--- src/rtl/pc_window_gen_pkg.sv ---
// -----------------------------------------------------------------------------
// cpu_sizes
//   Shared sizing constants and types for the PC window generator and the
//   blocks that reuse its fetch-block mask (e.g. the branch predictor).
//
//   XLEN          address width in bits
//   INSTR_WINDOW  PC slots presented per cycle (>= 1)
//   FETCH_BYTES   fetch-block / I-cache line size in bytes (power of two, >= 4)
//   RESET_VECTOR  base PC after reset
//   TRAP_VECTOR   redirect target for a misaligned redirect (PC_TRAP_EN builds)
// -----------------------------------------------------------------------------
package cpu_sizes;

  localparam int XLEN         = 32;
  localparam int INSTR_WINDOW = 4;
  localparam int FETCH_BYTES  = 16;

  localparam logic [XLEN-1:0] RESET_VECTOR = 32'h0000_0000;
  localparam logic [XLEN-1:0] TRAP_VECTOR  = 32'h0000_0100;

  // Width of a byte offset inside one fetch block.
  localparam int OFF_W  = $clog2(FETCH_BYTES);
  // Width of a slot count 0..INSTR_WINDOW.
  localparam int SLOT_W = $clog2(INSTR_WINDOW + 1);

  typedef logic [XLEN-1:0]   pc_t;
  typedef logic [SLOT_W-1:0] slot_cnt_t;
  typedef logic [OFF_W-1:0]  blk_off_t;

  typedef enum logic [1:0] {
    BOOT   = 2'd0,
    RUN    = 2'd1,
    BUBBLE = 2'd2
  } pcw_state_e;

endpackage

--- src/rtl/pc_window_gen_if.sv ---
// -----------------------------------------------------------------------------
// pc_window_gen_if
//   Bundle between the PC window generator (slave) and its surroundings
//   (master: redirect logic plus the fetch/decode consumer).
//
//   PC_LD      master->slave  redirect request, loads PC_IN
//   PC_IN      master->slave  redirect target address
//   PC_STALL   master->slave  hold the current window
//   PC_ADV     master->slave  slots consumed this cycle
//   PC_OUT     slave->master  slot addresses, slot i = base + 4*i
//   PC_VALID   slave->master  per-slot valid mask
//   PC_NVALID  slave->master  popcount of PC_VALID
//   PC_TRAP    slave->master  misaligned-redirect pulse (only with PC_TRAP_EN)
// -----------------------------------------------------------------------------
interface pc_window_gen_if;
  import cpu_sizes::*;

  logic                          PC_LD;
  pc_t                           PC_IN;
  logic                          PC_STALL;
  slot_cnt_t                     PC_ADV;
  pc_t [INSTR_WINDOW-1:0]        PC_OUT;
  logic [INSTR_WINDOW-1:0]       PC_VALID;
  slot_cnt_t                     PC_NVALID;
`ifdef PC_TRAP_EN
  logic                          PC_TRAP;

  modport master (
    output PC_LD, PC_IN, PC_STALL, PC_ADV,
    input  PC_OUT, PC_VALID, PC_NVALID, PC_TRAP
  );

  modport slave (
    input  PC_LD, PC_IN, PC_STALL, PC_ADV,
    output PC_OUT, PC_VALID, PC_NVALID, PC_TRAP
  );
`else
  modport master (
    output PC_LD, PC_IN, PC_STALL, PC_ADV,
    input  PC_OUT, PC_VALID, PC_NVALID
  );

  modport slave (
    input  PC_LD, PC_IN, PC_STALL, PC_ADV,
    output PC_OUT, PC_VALID, PC_NVALID
  );
`endif

endinterface

--- src/rtl/pc_window_gen_mask.sv ---
// -----------------------------------------------------------------------------
// pc_window_mask
//   Combinational fetch-block mask. Given the byte offset of a base PC inside
//   its fetch block, marks which of the INSTR_WINDOW consecutive slots stay
//   inside that same block, and counts them.
//
//   blk_off  in   base PC modulo FETCH_BYTES
//   valid    out  slot i valid iff blk_off + 4*i < FETCH_BYTES
//   nvalid   out  number of set bits in valid
//
//   Only the in-block offset is taken: the mask is evaluated before any
//   address wrap, so the upper PC bits never matter.
// -----------------------------------------------------------------------------
module pc_window_mask
  import cpu_sizes::*;
(
  input  blk_off_t                blk_off,
  output logic [INSTR_WINDOW-1:0] valid,
  output slot_cnt_t               nvalid
);

  for (genvar gi = 0; gi < INSTR_WINDOW; gi++) begin : g_slot
    assign valid[gi] = (int'(blk_off) + 4 * gi) < FETCH_BYTES;
  end

  always_comb begin
    nvalid = '0;
    for (int i = 0; i < INSTR_WINDOW; i++) begin
      nvalid = nvalid + slot_cnt_t'(valid[i]);
    end
  end

endmodule

--- src/rtl/pc_window_gen.sv ---
// -----------------------------------------------------------------------------
// pc_window_gen
//   Multi-issue program counter. Holds one base PC and presents INSTR_WINDOW
//   consecutive instruction addresses per cycle; the base advances by the
//   number of slots the consumer actually accepted (saturated to the number
//   of valid slots). A redirect costs one bubble cycle. Windows never cross
//   a FETCH_BYTES boundary.
//
//   PC_CLK    in   clock, rising edge
//   PC_RST_N  in   asynchronous active-low reset
//   pcw       slave modport of pc_window_gen_if (LD/IN/STALL/ADV in,
//             OUT/VALID/NVALID and optional TRAP out)
//
//   Optional build macro PC_TRAP_EN: a misaligned redirect loads TRAP_VECTOR
//   and pulses PC_TRAP during the following (bubble) cycle. Without it the
//   low two bits of the redirect target are simply cleared.
// -----------------------------------------------------------------------------
module pc_window_gen
  import cpu_sizes::*;
(
  input  logic              PC_CLK,
  input  logic              PC_RST_N,
  pc_window_gen_if.slave    pcw
);

  pcw_state_e state_reg, state_next;
  pc_t        base_reg, base_next;

  logic [INSTR_WINDOW-1:0] mask_valid;
  slot_cnt_t               mask_nvalid;
  slot_cnt_t               adv_eff;
  pc_t                     ld_target;

  pc_window_mask u_mask (
    .blk_off (base_reg[OFF_W-1:0]),
    .valid   (mask_valid),
    .nvalid  (mask_nvalid)
  );

  // Redirect target selection.
`ifdef PC_TRAP_EN
  logic ld_misaligned;
  logic trap_reg, trap_next;

  assign ld_misaligned = |pcw.PC_IN[1:0];
  assign ld_target     = ld_misaligned ? TRAP_VECTOR : pcw.PC_IN;
`else
  assign ld_target     = pcw.PC_IN & ~pc_t'(3);
`endif

  // Consumer may over-report; never step past the last valid slot.
  assign adv_eff = (pcw.PC_ADV > mask_nvalid) ? mask_nvalid : pcw.PC_ADV;

  // ---------------------------------------------------------------------------
  // State register
  // ---------------------------------------------------------------------------
  always_ff @(posedge PC_CLK or negedge PC_RST_N) begin
    if (!PC_RST_N) begin
      state_reg <= BOOT;
      base_reg  <= RESET_VECTOR;
    end else begin
      state_reg <= state_next;
      base_reg  <= base_next;
    end
  end

`ifdef PC_TRAP_EN
  // The pulse lines up with the bubble that follows the offending redirect.
  always_ff @(posedge PC_CLK or negedge PC_RST_N) begin
    if (!PC_RST_N) begin
      trap_reg <= 1'b0;
    end else begin
      trap_reg <= trap_next;
    end
  end

  always_comb begin
    trap_next = 1'b0;
    if ((state_reg == RUN || state_reg == BUBBLE) && pcw.PC_LD) begin
      trap_next = ld_misaligned;
    end
  end

  assign pcw.PC_TRAP = trap_reg;
`endif

  // ---------------------------------------------------------------------------
  // Next-state / next-base logic
  // ---------------------------------------------------------------------------
  always_comb begin
    state_next = state_reg;
    base_next  = base_reg;
    case (state_reg)
      BOOT: begin
        state_next = RUN;
      end
      RUN: begin
        if (pcw.PC_LD) begin
          base_next  = ld_target;
          state_next = BUBBLE;
        end else if (!pcw.PC_STALL) begin
          base_next  = base_reg + (pc_t'(adv_eff) << 2);
        end
      end
      BUBBLE: begin
        // Stall does not stretch the bubble; only a fresh redirect does.
        if (pcw.PC_LD) begin
          base_next  = ld_target;
          state_next = BUBBLE;
        end else begin
          state_next = RUN;
        end
      end
      default: begin
        state_next = BOOT;
        base_next  = RESET_VECTOR;
      end
    endcase
  end

  // ---------------------------------------------------------------------------
  // Outputs
  // ---------------------------------------------------------------------------
  // Slot addresses follow the base in every state, including reset and bubble.
  for (genvar gi = 0; gi < INSTR_WINDOW; gi++) begin : g_out
    assign pcw.PC_OUT[gi] = base_reg + pc_t'(4 * gi);
  end

  always_comb begin
    pcw.PC_VALID  = '0;
    pcw.PC_NVALID = '0;
    if (state_reg == RUN) begin
      pcw.PC_VALID  = mask_valid;
      pcw.PC_NVALID = mask_nvalid;
    end
  end

endmodule

--- src/flat_wrapper.sv ---
// flat-port wrapper written by rule: the top's interface ports become plain ports
module pc_window_gen_flat import cpu_sizes::*;
  (PC_CLK, PC_RST_N, pcw_PC_LD, pcw_PC_IN, pcw_PC_STALL, pcw_PC_ADV, pcw_PC_OUT, pcw_PC_VALID, pcw_PC_NVALID);
  pc_window_gen_if pcw_i ();
  input  logic PC_CLK;
  input  logic PC_RST_N;
  input wire logic [$bits(pcw_i.PC_LD)-1:0] pcw_PC_LD;
  input wire logic [$bits(pcw_i.PC_IN)-1:0] pcw_PC_IN;
  input wire logic [$bits(pcw_i.PC_STALL)-1:0] pcw_PC_STALL;
  input wire logic [$bits(pcw_i.PC_ADV)-1:0] pcw_PC_ADV;
  output wire logic [$bits(pcw_i.PC_OUT)-1:0] pcw_PC_OUT;
  output wire logic [$bits(pcw_i.PC_VALID)-1:0] pcw_PC_VALID;
  output wire logic [$bits(pcw_i.PC_NVALID)-1:0] pcw_PC_NVALID;
  assign pcw_i.PC_LD = pcw_PC_LD;
  assign pcw_i.PC_IN = pcw_PC_IN;
  assign pcw_i.PC_STALL = pcw_PC_STALL;
  assign pcw_i.PC_ADV = pcw_PC_ADV;
  assign pcw_PC_OUT = pcw_i.PC_OUT;
  assign pcw_PC_VALID = pcw_i.PC_VALID;
  assign pcw_PC_NVALID = pcw_i.PC_NVALID;
  pc_window_gen u_core (.PC_CLK(PC_CLK), .PC_RST_N(PC_RST_N), .pcw(pcw_i));
endmodule
--- config.mk ---
export PLATFORM = sky130hd
export DESIGN_NAME = pc_window_gen_flat
export DESIGN_NICKNAME = d
export VERILOG_FILES = /design/src/rtl/pc_window_gen_pkg.sv /design/src/rtl/pc_window_gen_if.sv /design/src/rtl/pc_window_gen_mask.sv /design/src/rtl/pc_window_gen.sv /design/src/flat_wrapper.sv
export SDC_FILE = /design/constraint.sdc
export NUM_CORES = 1
export LEC_CHECK = 0
export CAP_MARGIN = 20
export CORE_UTILIZATION = 45
export CTS_CLUSTER_SIZE = 12
export DETAILED_ROUTE_END_ITERATION = 10
export PLACE_DENSITY = 0.9
export SYNTH_ARGS = -nofsm -noshare
export SYNTH_HDL_FRONTEND = slang
export SYNTH_SLANG_ARGS = --single-unit
--- constraint.sdc ---
create_clock -name PC_CLK -period 9.7 [get_ports PC_CLK]
set_input_delay 2.91 -clock PC_CLK [delete_from_list [all_inputs] [get_ports PC_CLK]]
set_output_delay 2.91 -clock PC_CLK [all_outputs]
set_load 0.02 [all_outputs]
==> metrics.yaml <==
critical_path:
  path_class: "reg -> out"
  arrival_ps: 3630
  reg2reg_from: "u_core.base_reg[2]"
  critical_path.endpoint_type: "output port"
  critPathLaunchType: "register"
  startpoint: "u_core.base_reg[2]"
  slowest_delay_ps: 870
  rr_worst_depth: 15
  cp_slowest_cell: "nor4_1"
  crit_path_cell_trace: "inv_1, ha_1, nor4_1, nand3_1, nor2_1, xor2_1, clkdlybuf4s50_1"
  crit_path_max_fanout: 9
  cp.required_ps: 6790
final_layout:
  largest_reg_flops: 30
  final_cells: 756
  fin_util: 0.6658
  nets: 704
  drive_gt1_frac: 0.03226
  antenna_cells: 0
  area_growth_syn_to_layout_pct: 40.53
hold_path:
  hp-start: "u_core.state_reg[1]"
  worstHoldPathCells: 2
  holdCritPathClass: "reg -> reg"
logic_synthesis:
  yosysUniqueCellTypes: 58
  ys.warnings.count: 0
  syn_inst: 528
  synth-async-reset-ratio: 1.000
  synth_seq_cells: 32
  synth_ff_type: "dfrtp_1"
  syn_area_mm2: 0.003951
  syn_area_per_cell_um2: 7.484
  synth_edf_count: 0
  seq_area_frac_synth: 0.2027
cts:
  tritoncts: "built"
  root_buffer: "clkbuf_8"
  cts_buffers: 5
  cts_setup_buffers: 0
  clk_pin_slew_ps: 70
  cts-htree-levels: 2
  cts-resized-gates: 0
  cts_hold_buffers: 0
  clkSinkCount: 32
  clk_latency_ps: 290
  cts_buffer_depth: 2
floorplanning:
  die_h_um: 95.71
  row_count: 33
  fp.dieW_um: 95.71
  pin_count: 174
  start_util: 0.4737
  core_area_mm2: 0.008341
  dieArea_mm2: 0.009159
sta:
  drv_slew: 0
  rsz0062_at_grt: "false"
  skew_ps: 15.46
  fin_crit_ps: 6544
  finalCritPeriodShare: 0.6746
  fin_setup_tns_ps: 0
  slew_headroom: 0.3329
  final-hold-violation-count: 0
  setup_viol: 0
  max_freq_ghz: 0.1528
  tightest_slew_ps: 991.4
global_routing:
  grt_pass1_wl_um: 21930
  grt_max_degree: 33
  grt_pass1_vias: 4096
  track_usage: 0.3155
  grt_overflow: 0
  antenna_found_initial: 0
placed_design:
  post-dp-hpwl_um: 11010
  dp_cells: 748
  io_buffers: 163
  globalplace.congestion: 0.9348
status:
  status: "finished clean"
route:
  via_count: 4486
  vias_per_cell: 5.934
  drt_first_pass_iters: 5
  drt_iter0_markers: 491
  wl_um: 14390
  wl_per_cell_um: 19.04
  ant_nets: 0
  drcViolationCount: 0
power:
  p_leak_nw: 2.231
  power_mw: 1.908
  vdd.ir_drop.worst_mv: 0.2434
  power_density_mw_per_mm2: 343.6
flow_run:
  max_cap_viol_count: 0
## per-layer routing
metal | global-route usage | up-vias | routed length (µm)
li1 | - | 2085 | -
met1 | 0.4165 | 2047 | 5700
met2 | 0.5256 | 312 | 6924
met3 | 0.04976 | 42 | 1406
met4 | 0.1032 | 0 | 363
met5 | 0 | - | 0
## layout by cell type, fill, tap and decap left out, types with 5 or more instances in the layout
master | Yosys | layout
a21o_1 | 6 | 6
a21oi_1 | 19 | 19
a22oi_1 | 9 | 9
and2_1 | 7 | 7
and3_1 | 7 | 7
and4_1 | 5 | 5
clkbuf_8 | 0 | 5
clkdlybuf4s50_1 | 0 | 163
conb_1 | 1 | 8
dfrtp_1 | 32 | 32
ha_1 | 14 | 14
inv_1 | 13 | 13
nand2_1 | 73 | 73
nand3_1 | 24 | 24
nand4_1 | 15 | 15
nor2_1 | 35 | 35
nor3_1 | 19 | 19
nor4_1 | 6 | 6
o21ai_0 | 27 | 27
o311ai_0 | 9 | 9
xnor2_1 | 40 | 40
xor2_1 | 47 | 47
## worst max-delay path: cells and delay by family, from the launching register on
family / cells / cell delay, ps
simple gates: 3 / 1270
buf+inv: 2 / 830
flops: 1 / 610
fa+ha+maj: 1 / 410
xor+xnor: 1 / 210
## Yosys cell counts, drive strengths merged, types with 7 or more instances
cell	number	area [µm²]
o311ai	10	87.59
nand2	73	274.0
and2	7	43.79
nand4	18	140.1
clkbuf	21	82.58
a22oi	9	67.56
ha	14	175.2
nor3	20	105.1
inv	13	48.80
dfrtp	32	800.8
xor2	47	411.6
and3	7	43.79
a21oi	19	95.09
buf	35	224.0
nand3	25	130.1
xnor2	40	350.3
o21ai	27	135.1
nor2	35	131.4
## kinds of logic after synthesis
group	synth area share
buffers and inverters	0.08993
other	0.0009491
AO/OA/AOI/OAI	0.1628
XOR/XNOR	0.1928
multiplexers	0.01362
AND/OR/NAND/NOR	0.2878
adder cells (fa/ha/maj)	0.04940
flip-flops	0.2027
## power by group
group	switching, mW	leakage, nW	total, mW	internal, mW
Combinational	0.737	1.74	1.37	0.637
Sequential	0.212	0.433	0.401	0.189
Clock	0.0558	0.0541	0.132	0.0761
Total	1.00	2.23	1.91	0.903
## through the flow
step	cell area, µm²	hold slack, ps	setup slack (ps)
after floorplan	3978	538.5	4211
after global placement	5441	581.0	3225
after detailed placement	5441	578.3	3197
after CTS	5553	592.4	3164
after global routing	5553	634.2	2891
final	5553	592.7	3156
## cell type report
cell class / count / area, µm²
Sequential cell: 32 / 800.8
Clock buffer: 5 / 68.82
Clock inverter: 3 / 42.54
Fill cell: 712 / 2788
Tap cell: 105 / 131.4
Timing Repair Buffer: 164 / 1639
Multi-Input combinational cell: 434 / 2821
Inverter: 13 / 48.80
## worst paths after layout
check,endpoint,slack (ps)
min reg2reg,u_core.state_reg[1],590
max reg2reg,u_core.base_reg[21],5180
max,pcw_PC_OUT[114],3160
min,u_core.state_reg[1],590
min in group asynchronous,u_core.base_reg[7],3030
max in group asynchronous,u_core.base_reg[19],6330
(Power assumes the default switching activity.)
==> RTL change, RTL diff (same settings) <==
Encoding of `pcw_state_e`: now one-hot (3 bits for 3 states).
--- a/src/rtl/pc_window_gen_pkg.sv
+++ b/src/rtl/pc_window_gen_pkg.sv
@@ -28,8 +28,8 @@
   typedef logic [OFF_W-1:0]  blk_off_t;
 
-  typedef enum logic [1:0] {
-    BOOT   = 2'd0,
-    RUN    = 2'd1,
-    BUBBLE = 2'd2
+  typedef enum logic [2:0] {
+    BOOT   = 3'b001,
+    RUN    = 3'b010,
+    BUBBLE = 3'b100
   } pcw_state_e;
 
Function: no difference found for any inputs over 10 cycles, from zero or initial values and one cycle with PC_RST_N low; not proved beyond that.
==> RTL change against the unedited design <==
- synthesized area rose by 1.2%
- global-route usage is 0.70 points lower
- clock skew down 7.1 ps
- largest cell class unchanged
- wire length down 0.88%
- combinational power is 12% lower
- sequential cell count rose by 1
- maximum frequency grew 1.6%
- cell area increased by 1.2%
- worst setup slack improved by 110 ps
- sequential share of layout area grew 0.29 points
- power shrank 11%
- non-clock buffer count is 3 higher
- core utilization is 1.8 points lower
- register-to-register slack got worse by 300 ps
==> RTL change: results (changes against the unedited design) <==
Critical path
  – Reg2Reg Depth: 15 (unchanged)
  – CP max FO: 11 (+2)
  – Data arrival, critical path: 3530 ps (-100 ps)
  – FF-to-FF Start: u_core.base_reg[2]
  – Crit Reg-Reg Endpoint: u_core.base_reg[31]
  – Setup slack, reg-to-reg: 4880 ps (-300 ps)
  – Critical Path Slowest Stage Cell: nor3_1
  – CP max stage delay: 680 ps (-190 ps)
  – CP top delay family: simple AND/OR/NAND/NOR gates
  – Crit path to: pcw_PC_OUT[113]
  – CP startpoint: u_core.base_reg[3]

Power and ir drop
  – VDD IR max: 0.1385 mV (-43%)
  – Leak: 2.076 nW (-6.9%)
  – Internal: 0.0008146 W (-9.8%)

CTS
  – Root Driver: clkbuf_8
  – Cts bufs inserted: 5 (unchanged)
  – Clk Latency, worst-skew pair: 290 ps (about the same)
  – CTS clock-pin slew for the worst setup and hold paths: ~80 ps
  – # resized after CTS: 0 (unchanged)

Logic synthesis
  – Top cells by count, synth: nand2_1 (61), xnor2_1 (59), nor2_1 (42), dfrtp_1 (32)
  – Dominant cells by area after synthesis: dfrtp_1 (20%), xnor2_1 (13%), xor2_1 (6.8%)
  – Cell with the most instances after synthesis: nand2_1
  – Sequential area share after synthesis: 0.2068 (+0.004096)
  – Synth cell types: 66 (+14%)

Cells and area
  – Number of fill cells in the layout: 736 (+3.4%)
  – Ant diodes: 0 (unchanged)
  – Max reg flops: 30 (unchanged)
  – Nets@finish: 708 (+0.57%)
  – Share of cells above drive strength 1: 0.03945 (+0.007196)

Routing
  – DR pass1 iterations: 4 (-1)
  – Routed wire length: 14270 um (-0.88%)
  – Routed vias: 4655 (+3.8%)
  – DRT iter0 DRCs: 397 (-19%)

STA
  – Worst slew pin tran: 1015 ps (+23.28 ps)
  – Skew final: 8.364 ps (-7.100 ps)
  – Worst hold slack: 675.4 ps (+82.73 ps)

Placed design
  – Dpl hpwl: 10980 um (-0.22%)
  – Post-placement cell area: 0.005520 mm^2 (+1.4%)
  – I/O Buffers: 163 (unchanged)
  – GP Congestion: 0.9506 (+1.7%)

Global route
  – Overall routing resource usage: 0.3086 (-0.006961)
  – Largest net degree at the start of global routing: 34 (+3.0%)
  – Vias in the first global route: 4203 (+2.6%)
  – First-pass GRT wire length: 21670 um (-1.2%)

Status
  – Status: finished, final reports clean
RTL change: layer usage:
metal | up-vias | routed length (um) | GRT usage
met5 | - | 0 | 0
met2 | 304 | 6973 | 0.5266
met4 | 0 | 416 | 0.1269
li1 | 2112 | - | -
met1 | 2203 | 5587 | 0.3847
met3 | 36 | 1290 | 0.04897
RTL change: stage by stage:
stage                     utilization  instances  setup slack, ps
after floorplan                     -        544             3877
after global placement         0.6329        758             3210
after detailed placement       0.6361        759             3093
after CTS                      0.6478        767             3323
after global routing           0.6478        767             2991
final                          0.6478        767             3262
RTL change: cell type report:
class | instances | area share
tap | 108 | 0.02404
clock buffer | 7 | 0.01714
clock inverter | 1 | 0.0008903
inverter | 13 | 0.008680
timing repair buffer | 167 | 0.2991
multi-input combinational | 438 | 0.5030
sequential | 33 | 0.1471
RTL change: worst reg2reg max path: stages (launching register included):
cell	delay (ps)
dfrtp_1	700
inv_1	200
ha_1	400
xor2_1	230
ha_1	240
inv_1	60
a21o_1	100
a21oi_1	60
a31oi_1	280
mux2_2	380
ha_1	370
a21oi_1	170
a211oi_1	890
nand3b_1	190
o211ai_1	210
o311ai_0	180
RTL change: worst min path at each step:
stage | start | endpoint | cells after the start
6_report | u_core.state_reg[1] | u_core.state_reg[0] | 2
4_1_cts | u_core.state_reg[1] | u_core.state_reg[0] | 2
3_5_place_dp | u_core.state_reg[1] | u_core.state_reg[0] | 2
2_1_floorplan | u_core.state_reg[1] | u_core.state_reg[0] | 3
3_3_place_gp | u_core.state_reg[1] | u_core.state_reg[0] | 2
5_1_grt | u_core.base_reg[30] | u_core.base_reg[30] | 1
RTL change: cells by family after synthesis:
family | count (synthesis) | share of synthesized area
and+or+nand+nor | 217 | 0.2784
AOI/OAI and AO/OA | 108 | 0.1767
xor gates and xnor gates | 90 | 0.1971
buffers and inverters | 73 | 0.09290
DFF | 33 | 0.2068
adders and majority gates | 11 | 0.03628
muxes | 4 | 0.01095
other | 1 | 0.0009375
RTL change: power groups by stage:
stage	Combinational, W	Sequential (W)	Clock, W
2_1_floorplan	0.000751	0.000283	0
3_3_place_gp	0.00114	0.000358	0
3_5_place_dp	0.00119	0.000364	0
4_1_cts	0.00120	0.000361	0.000120
5_1_grt	0.00129	0.000380	0.000126
6_report	0.00120	0.000366	0.000121
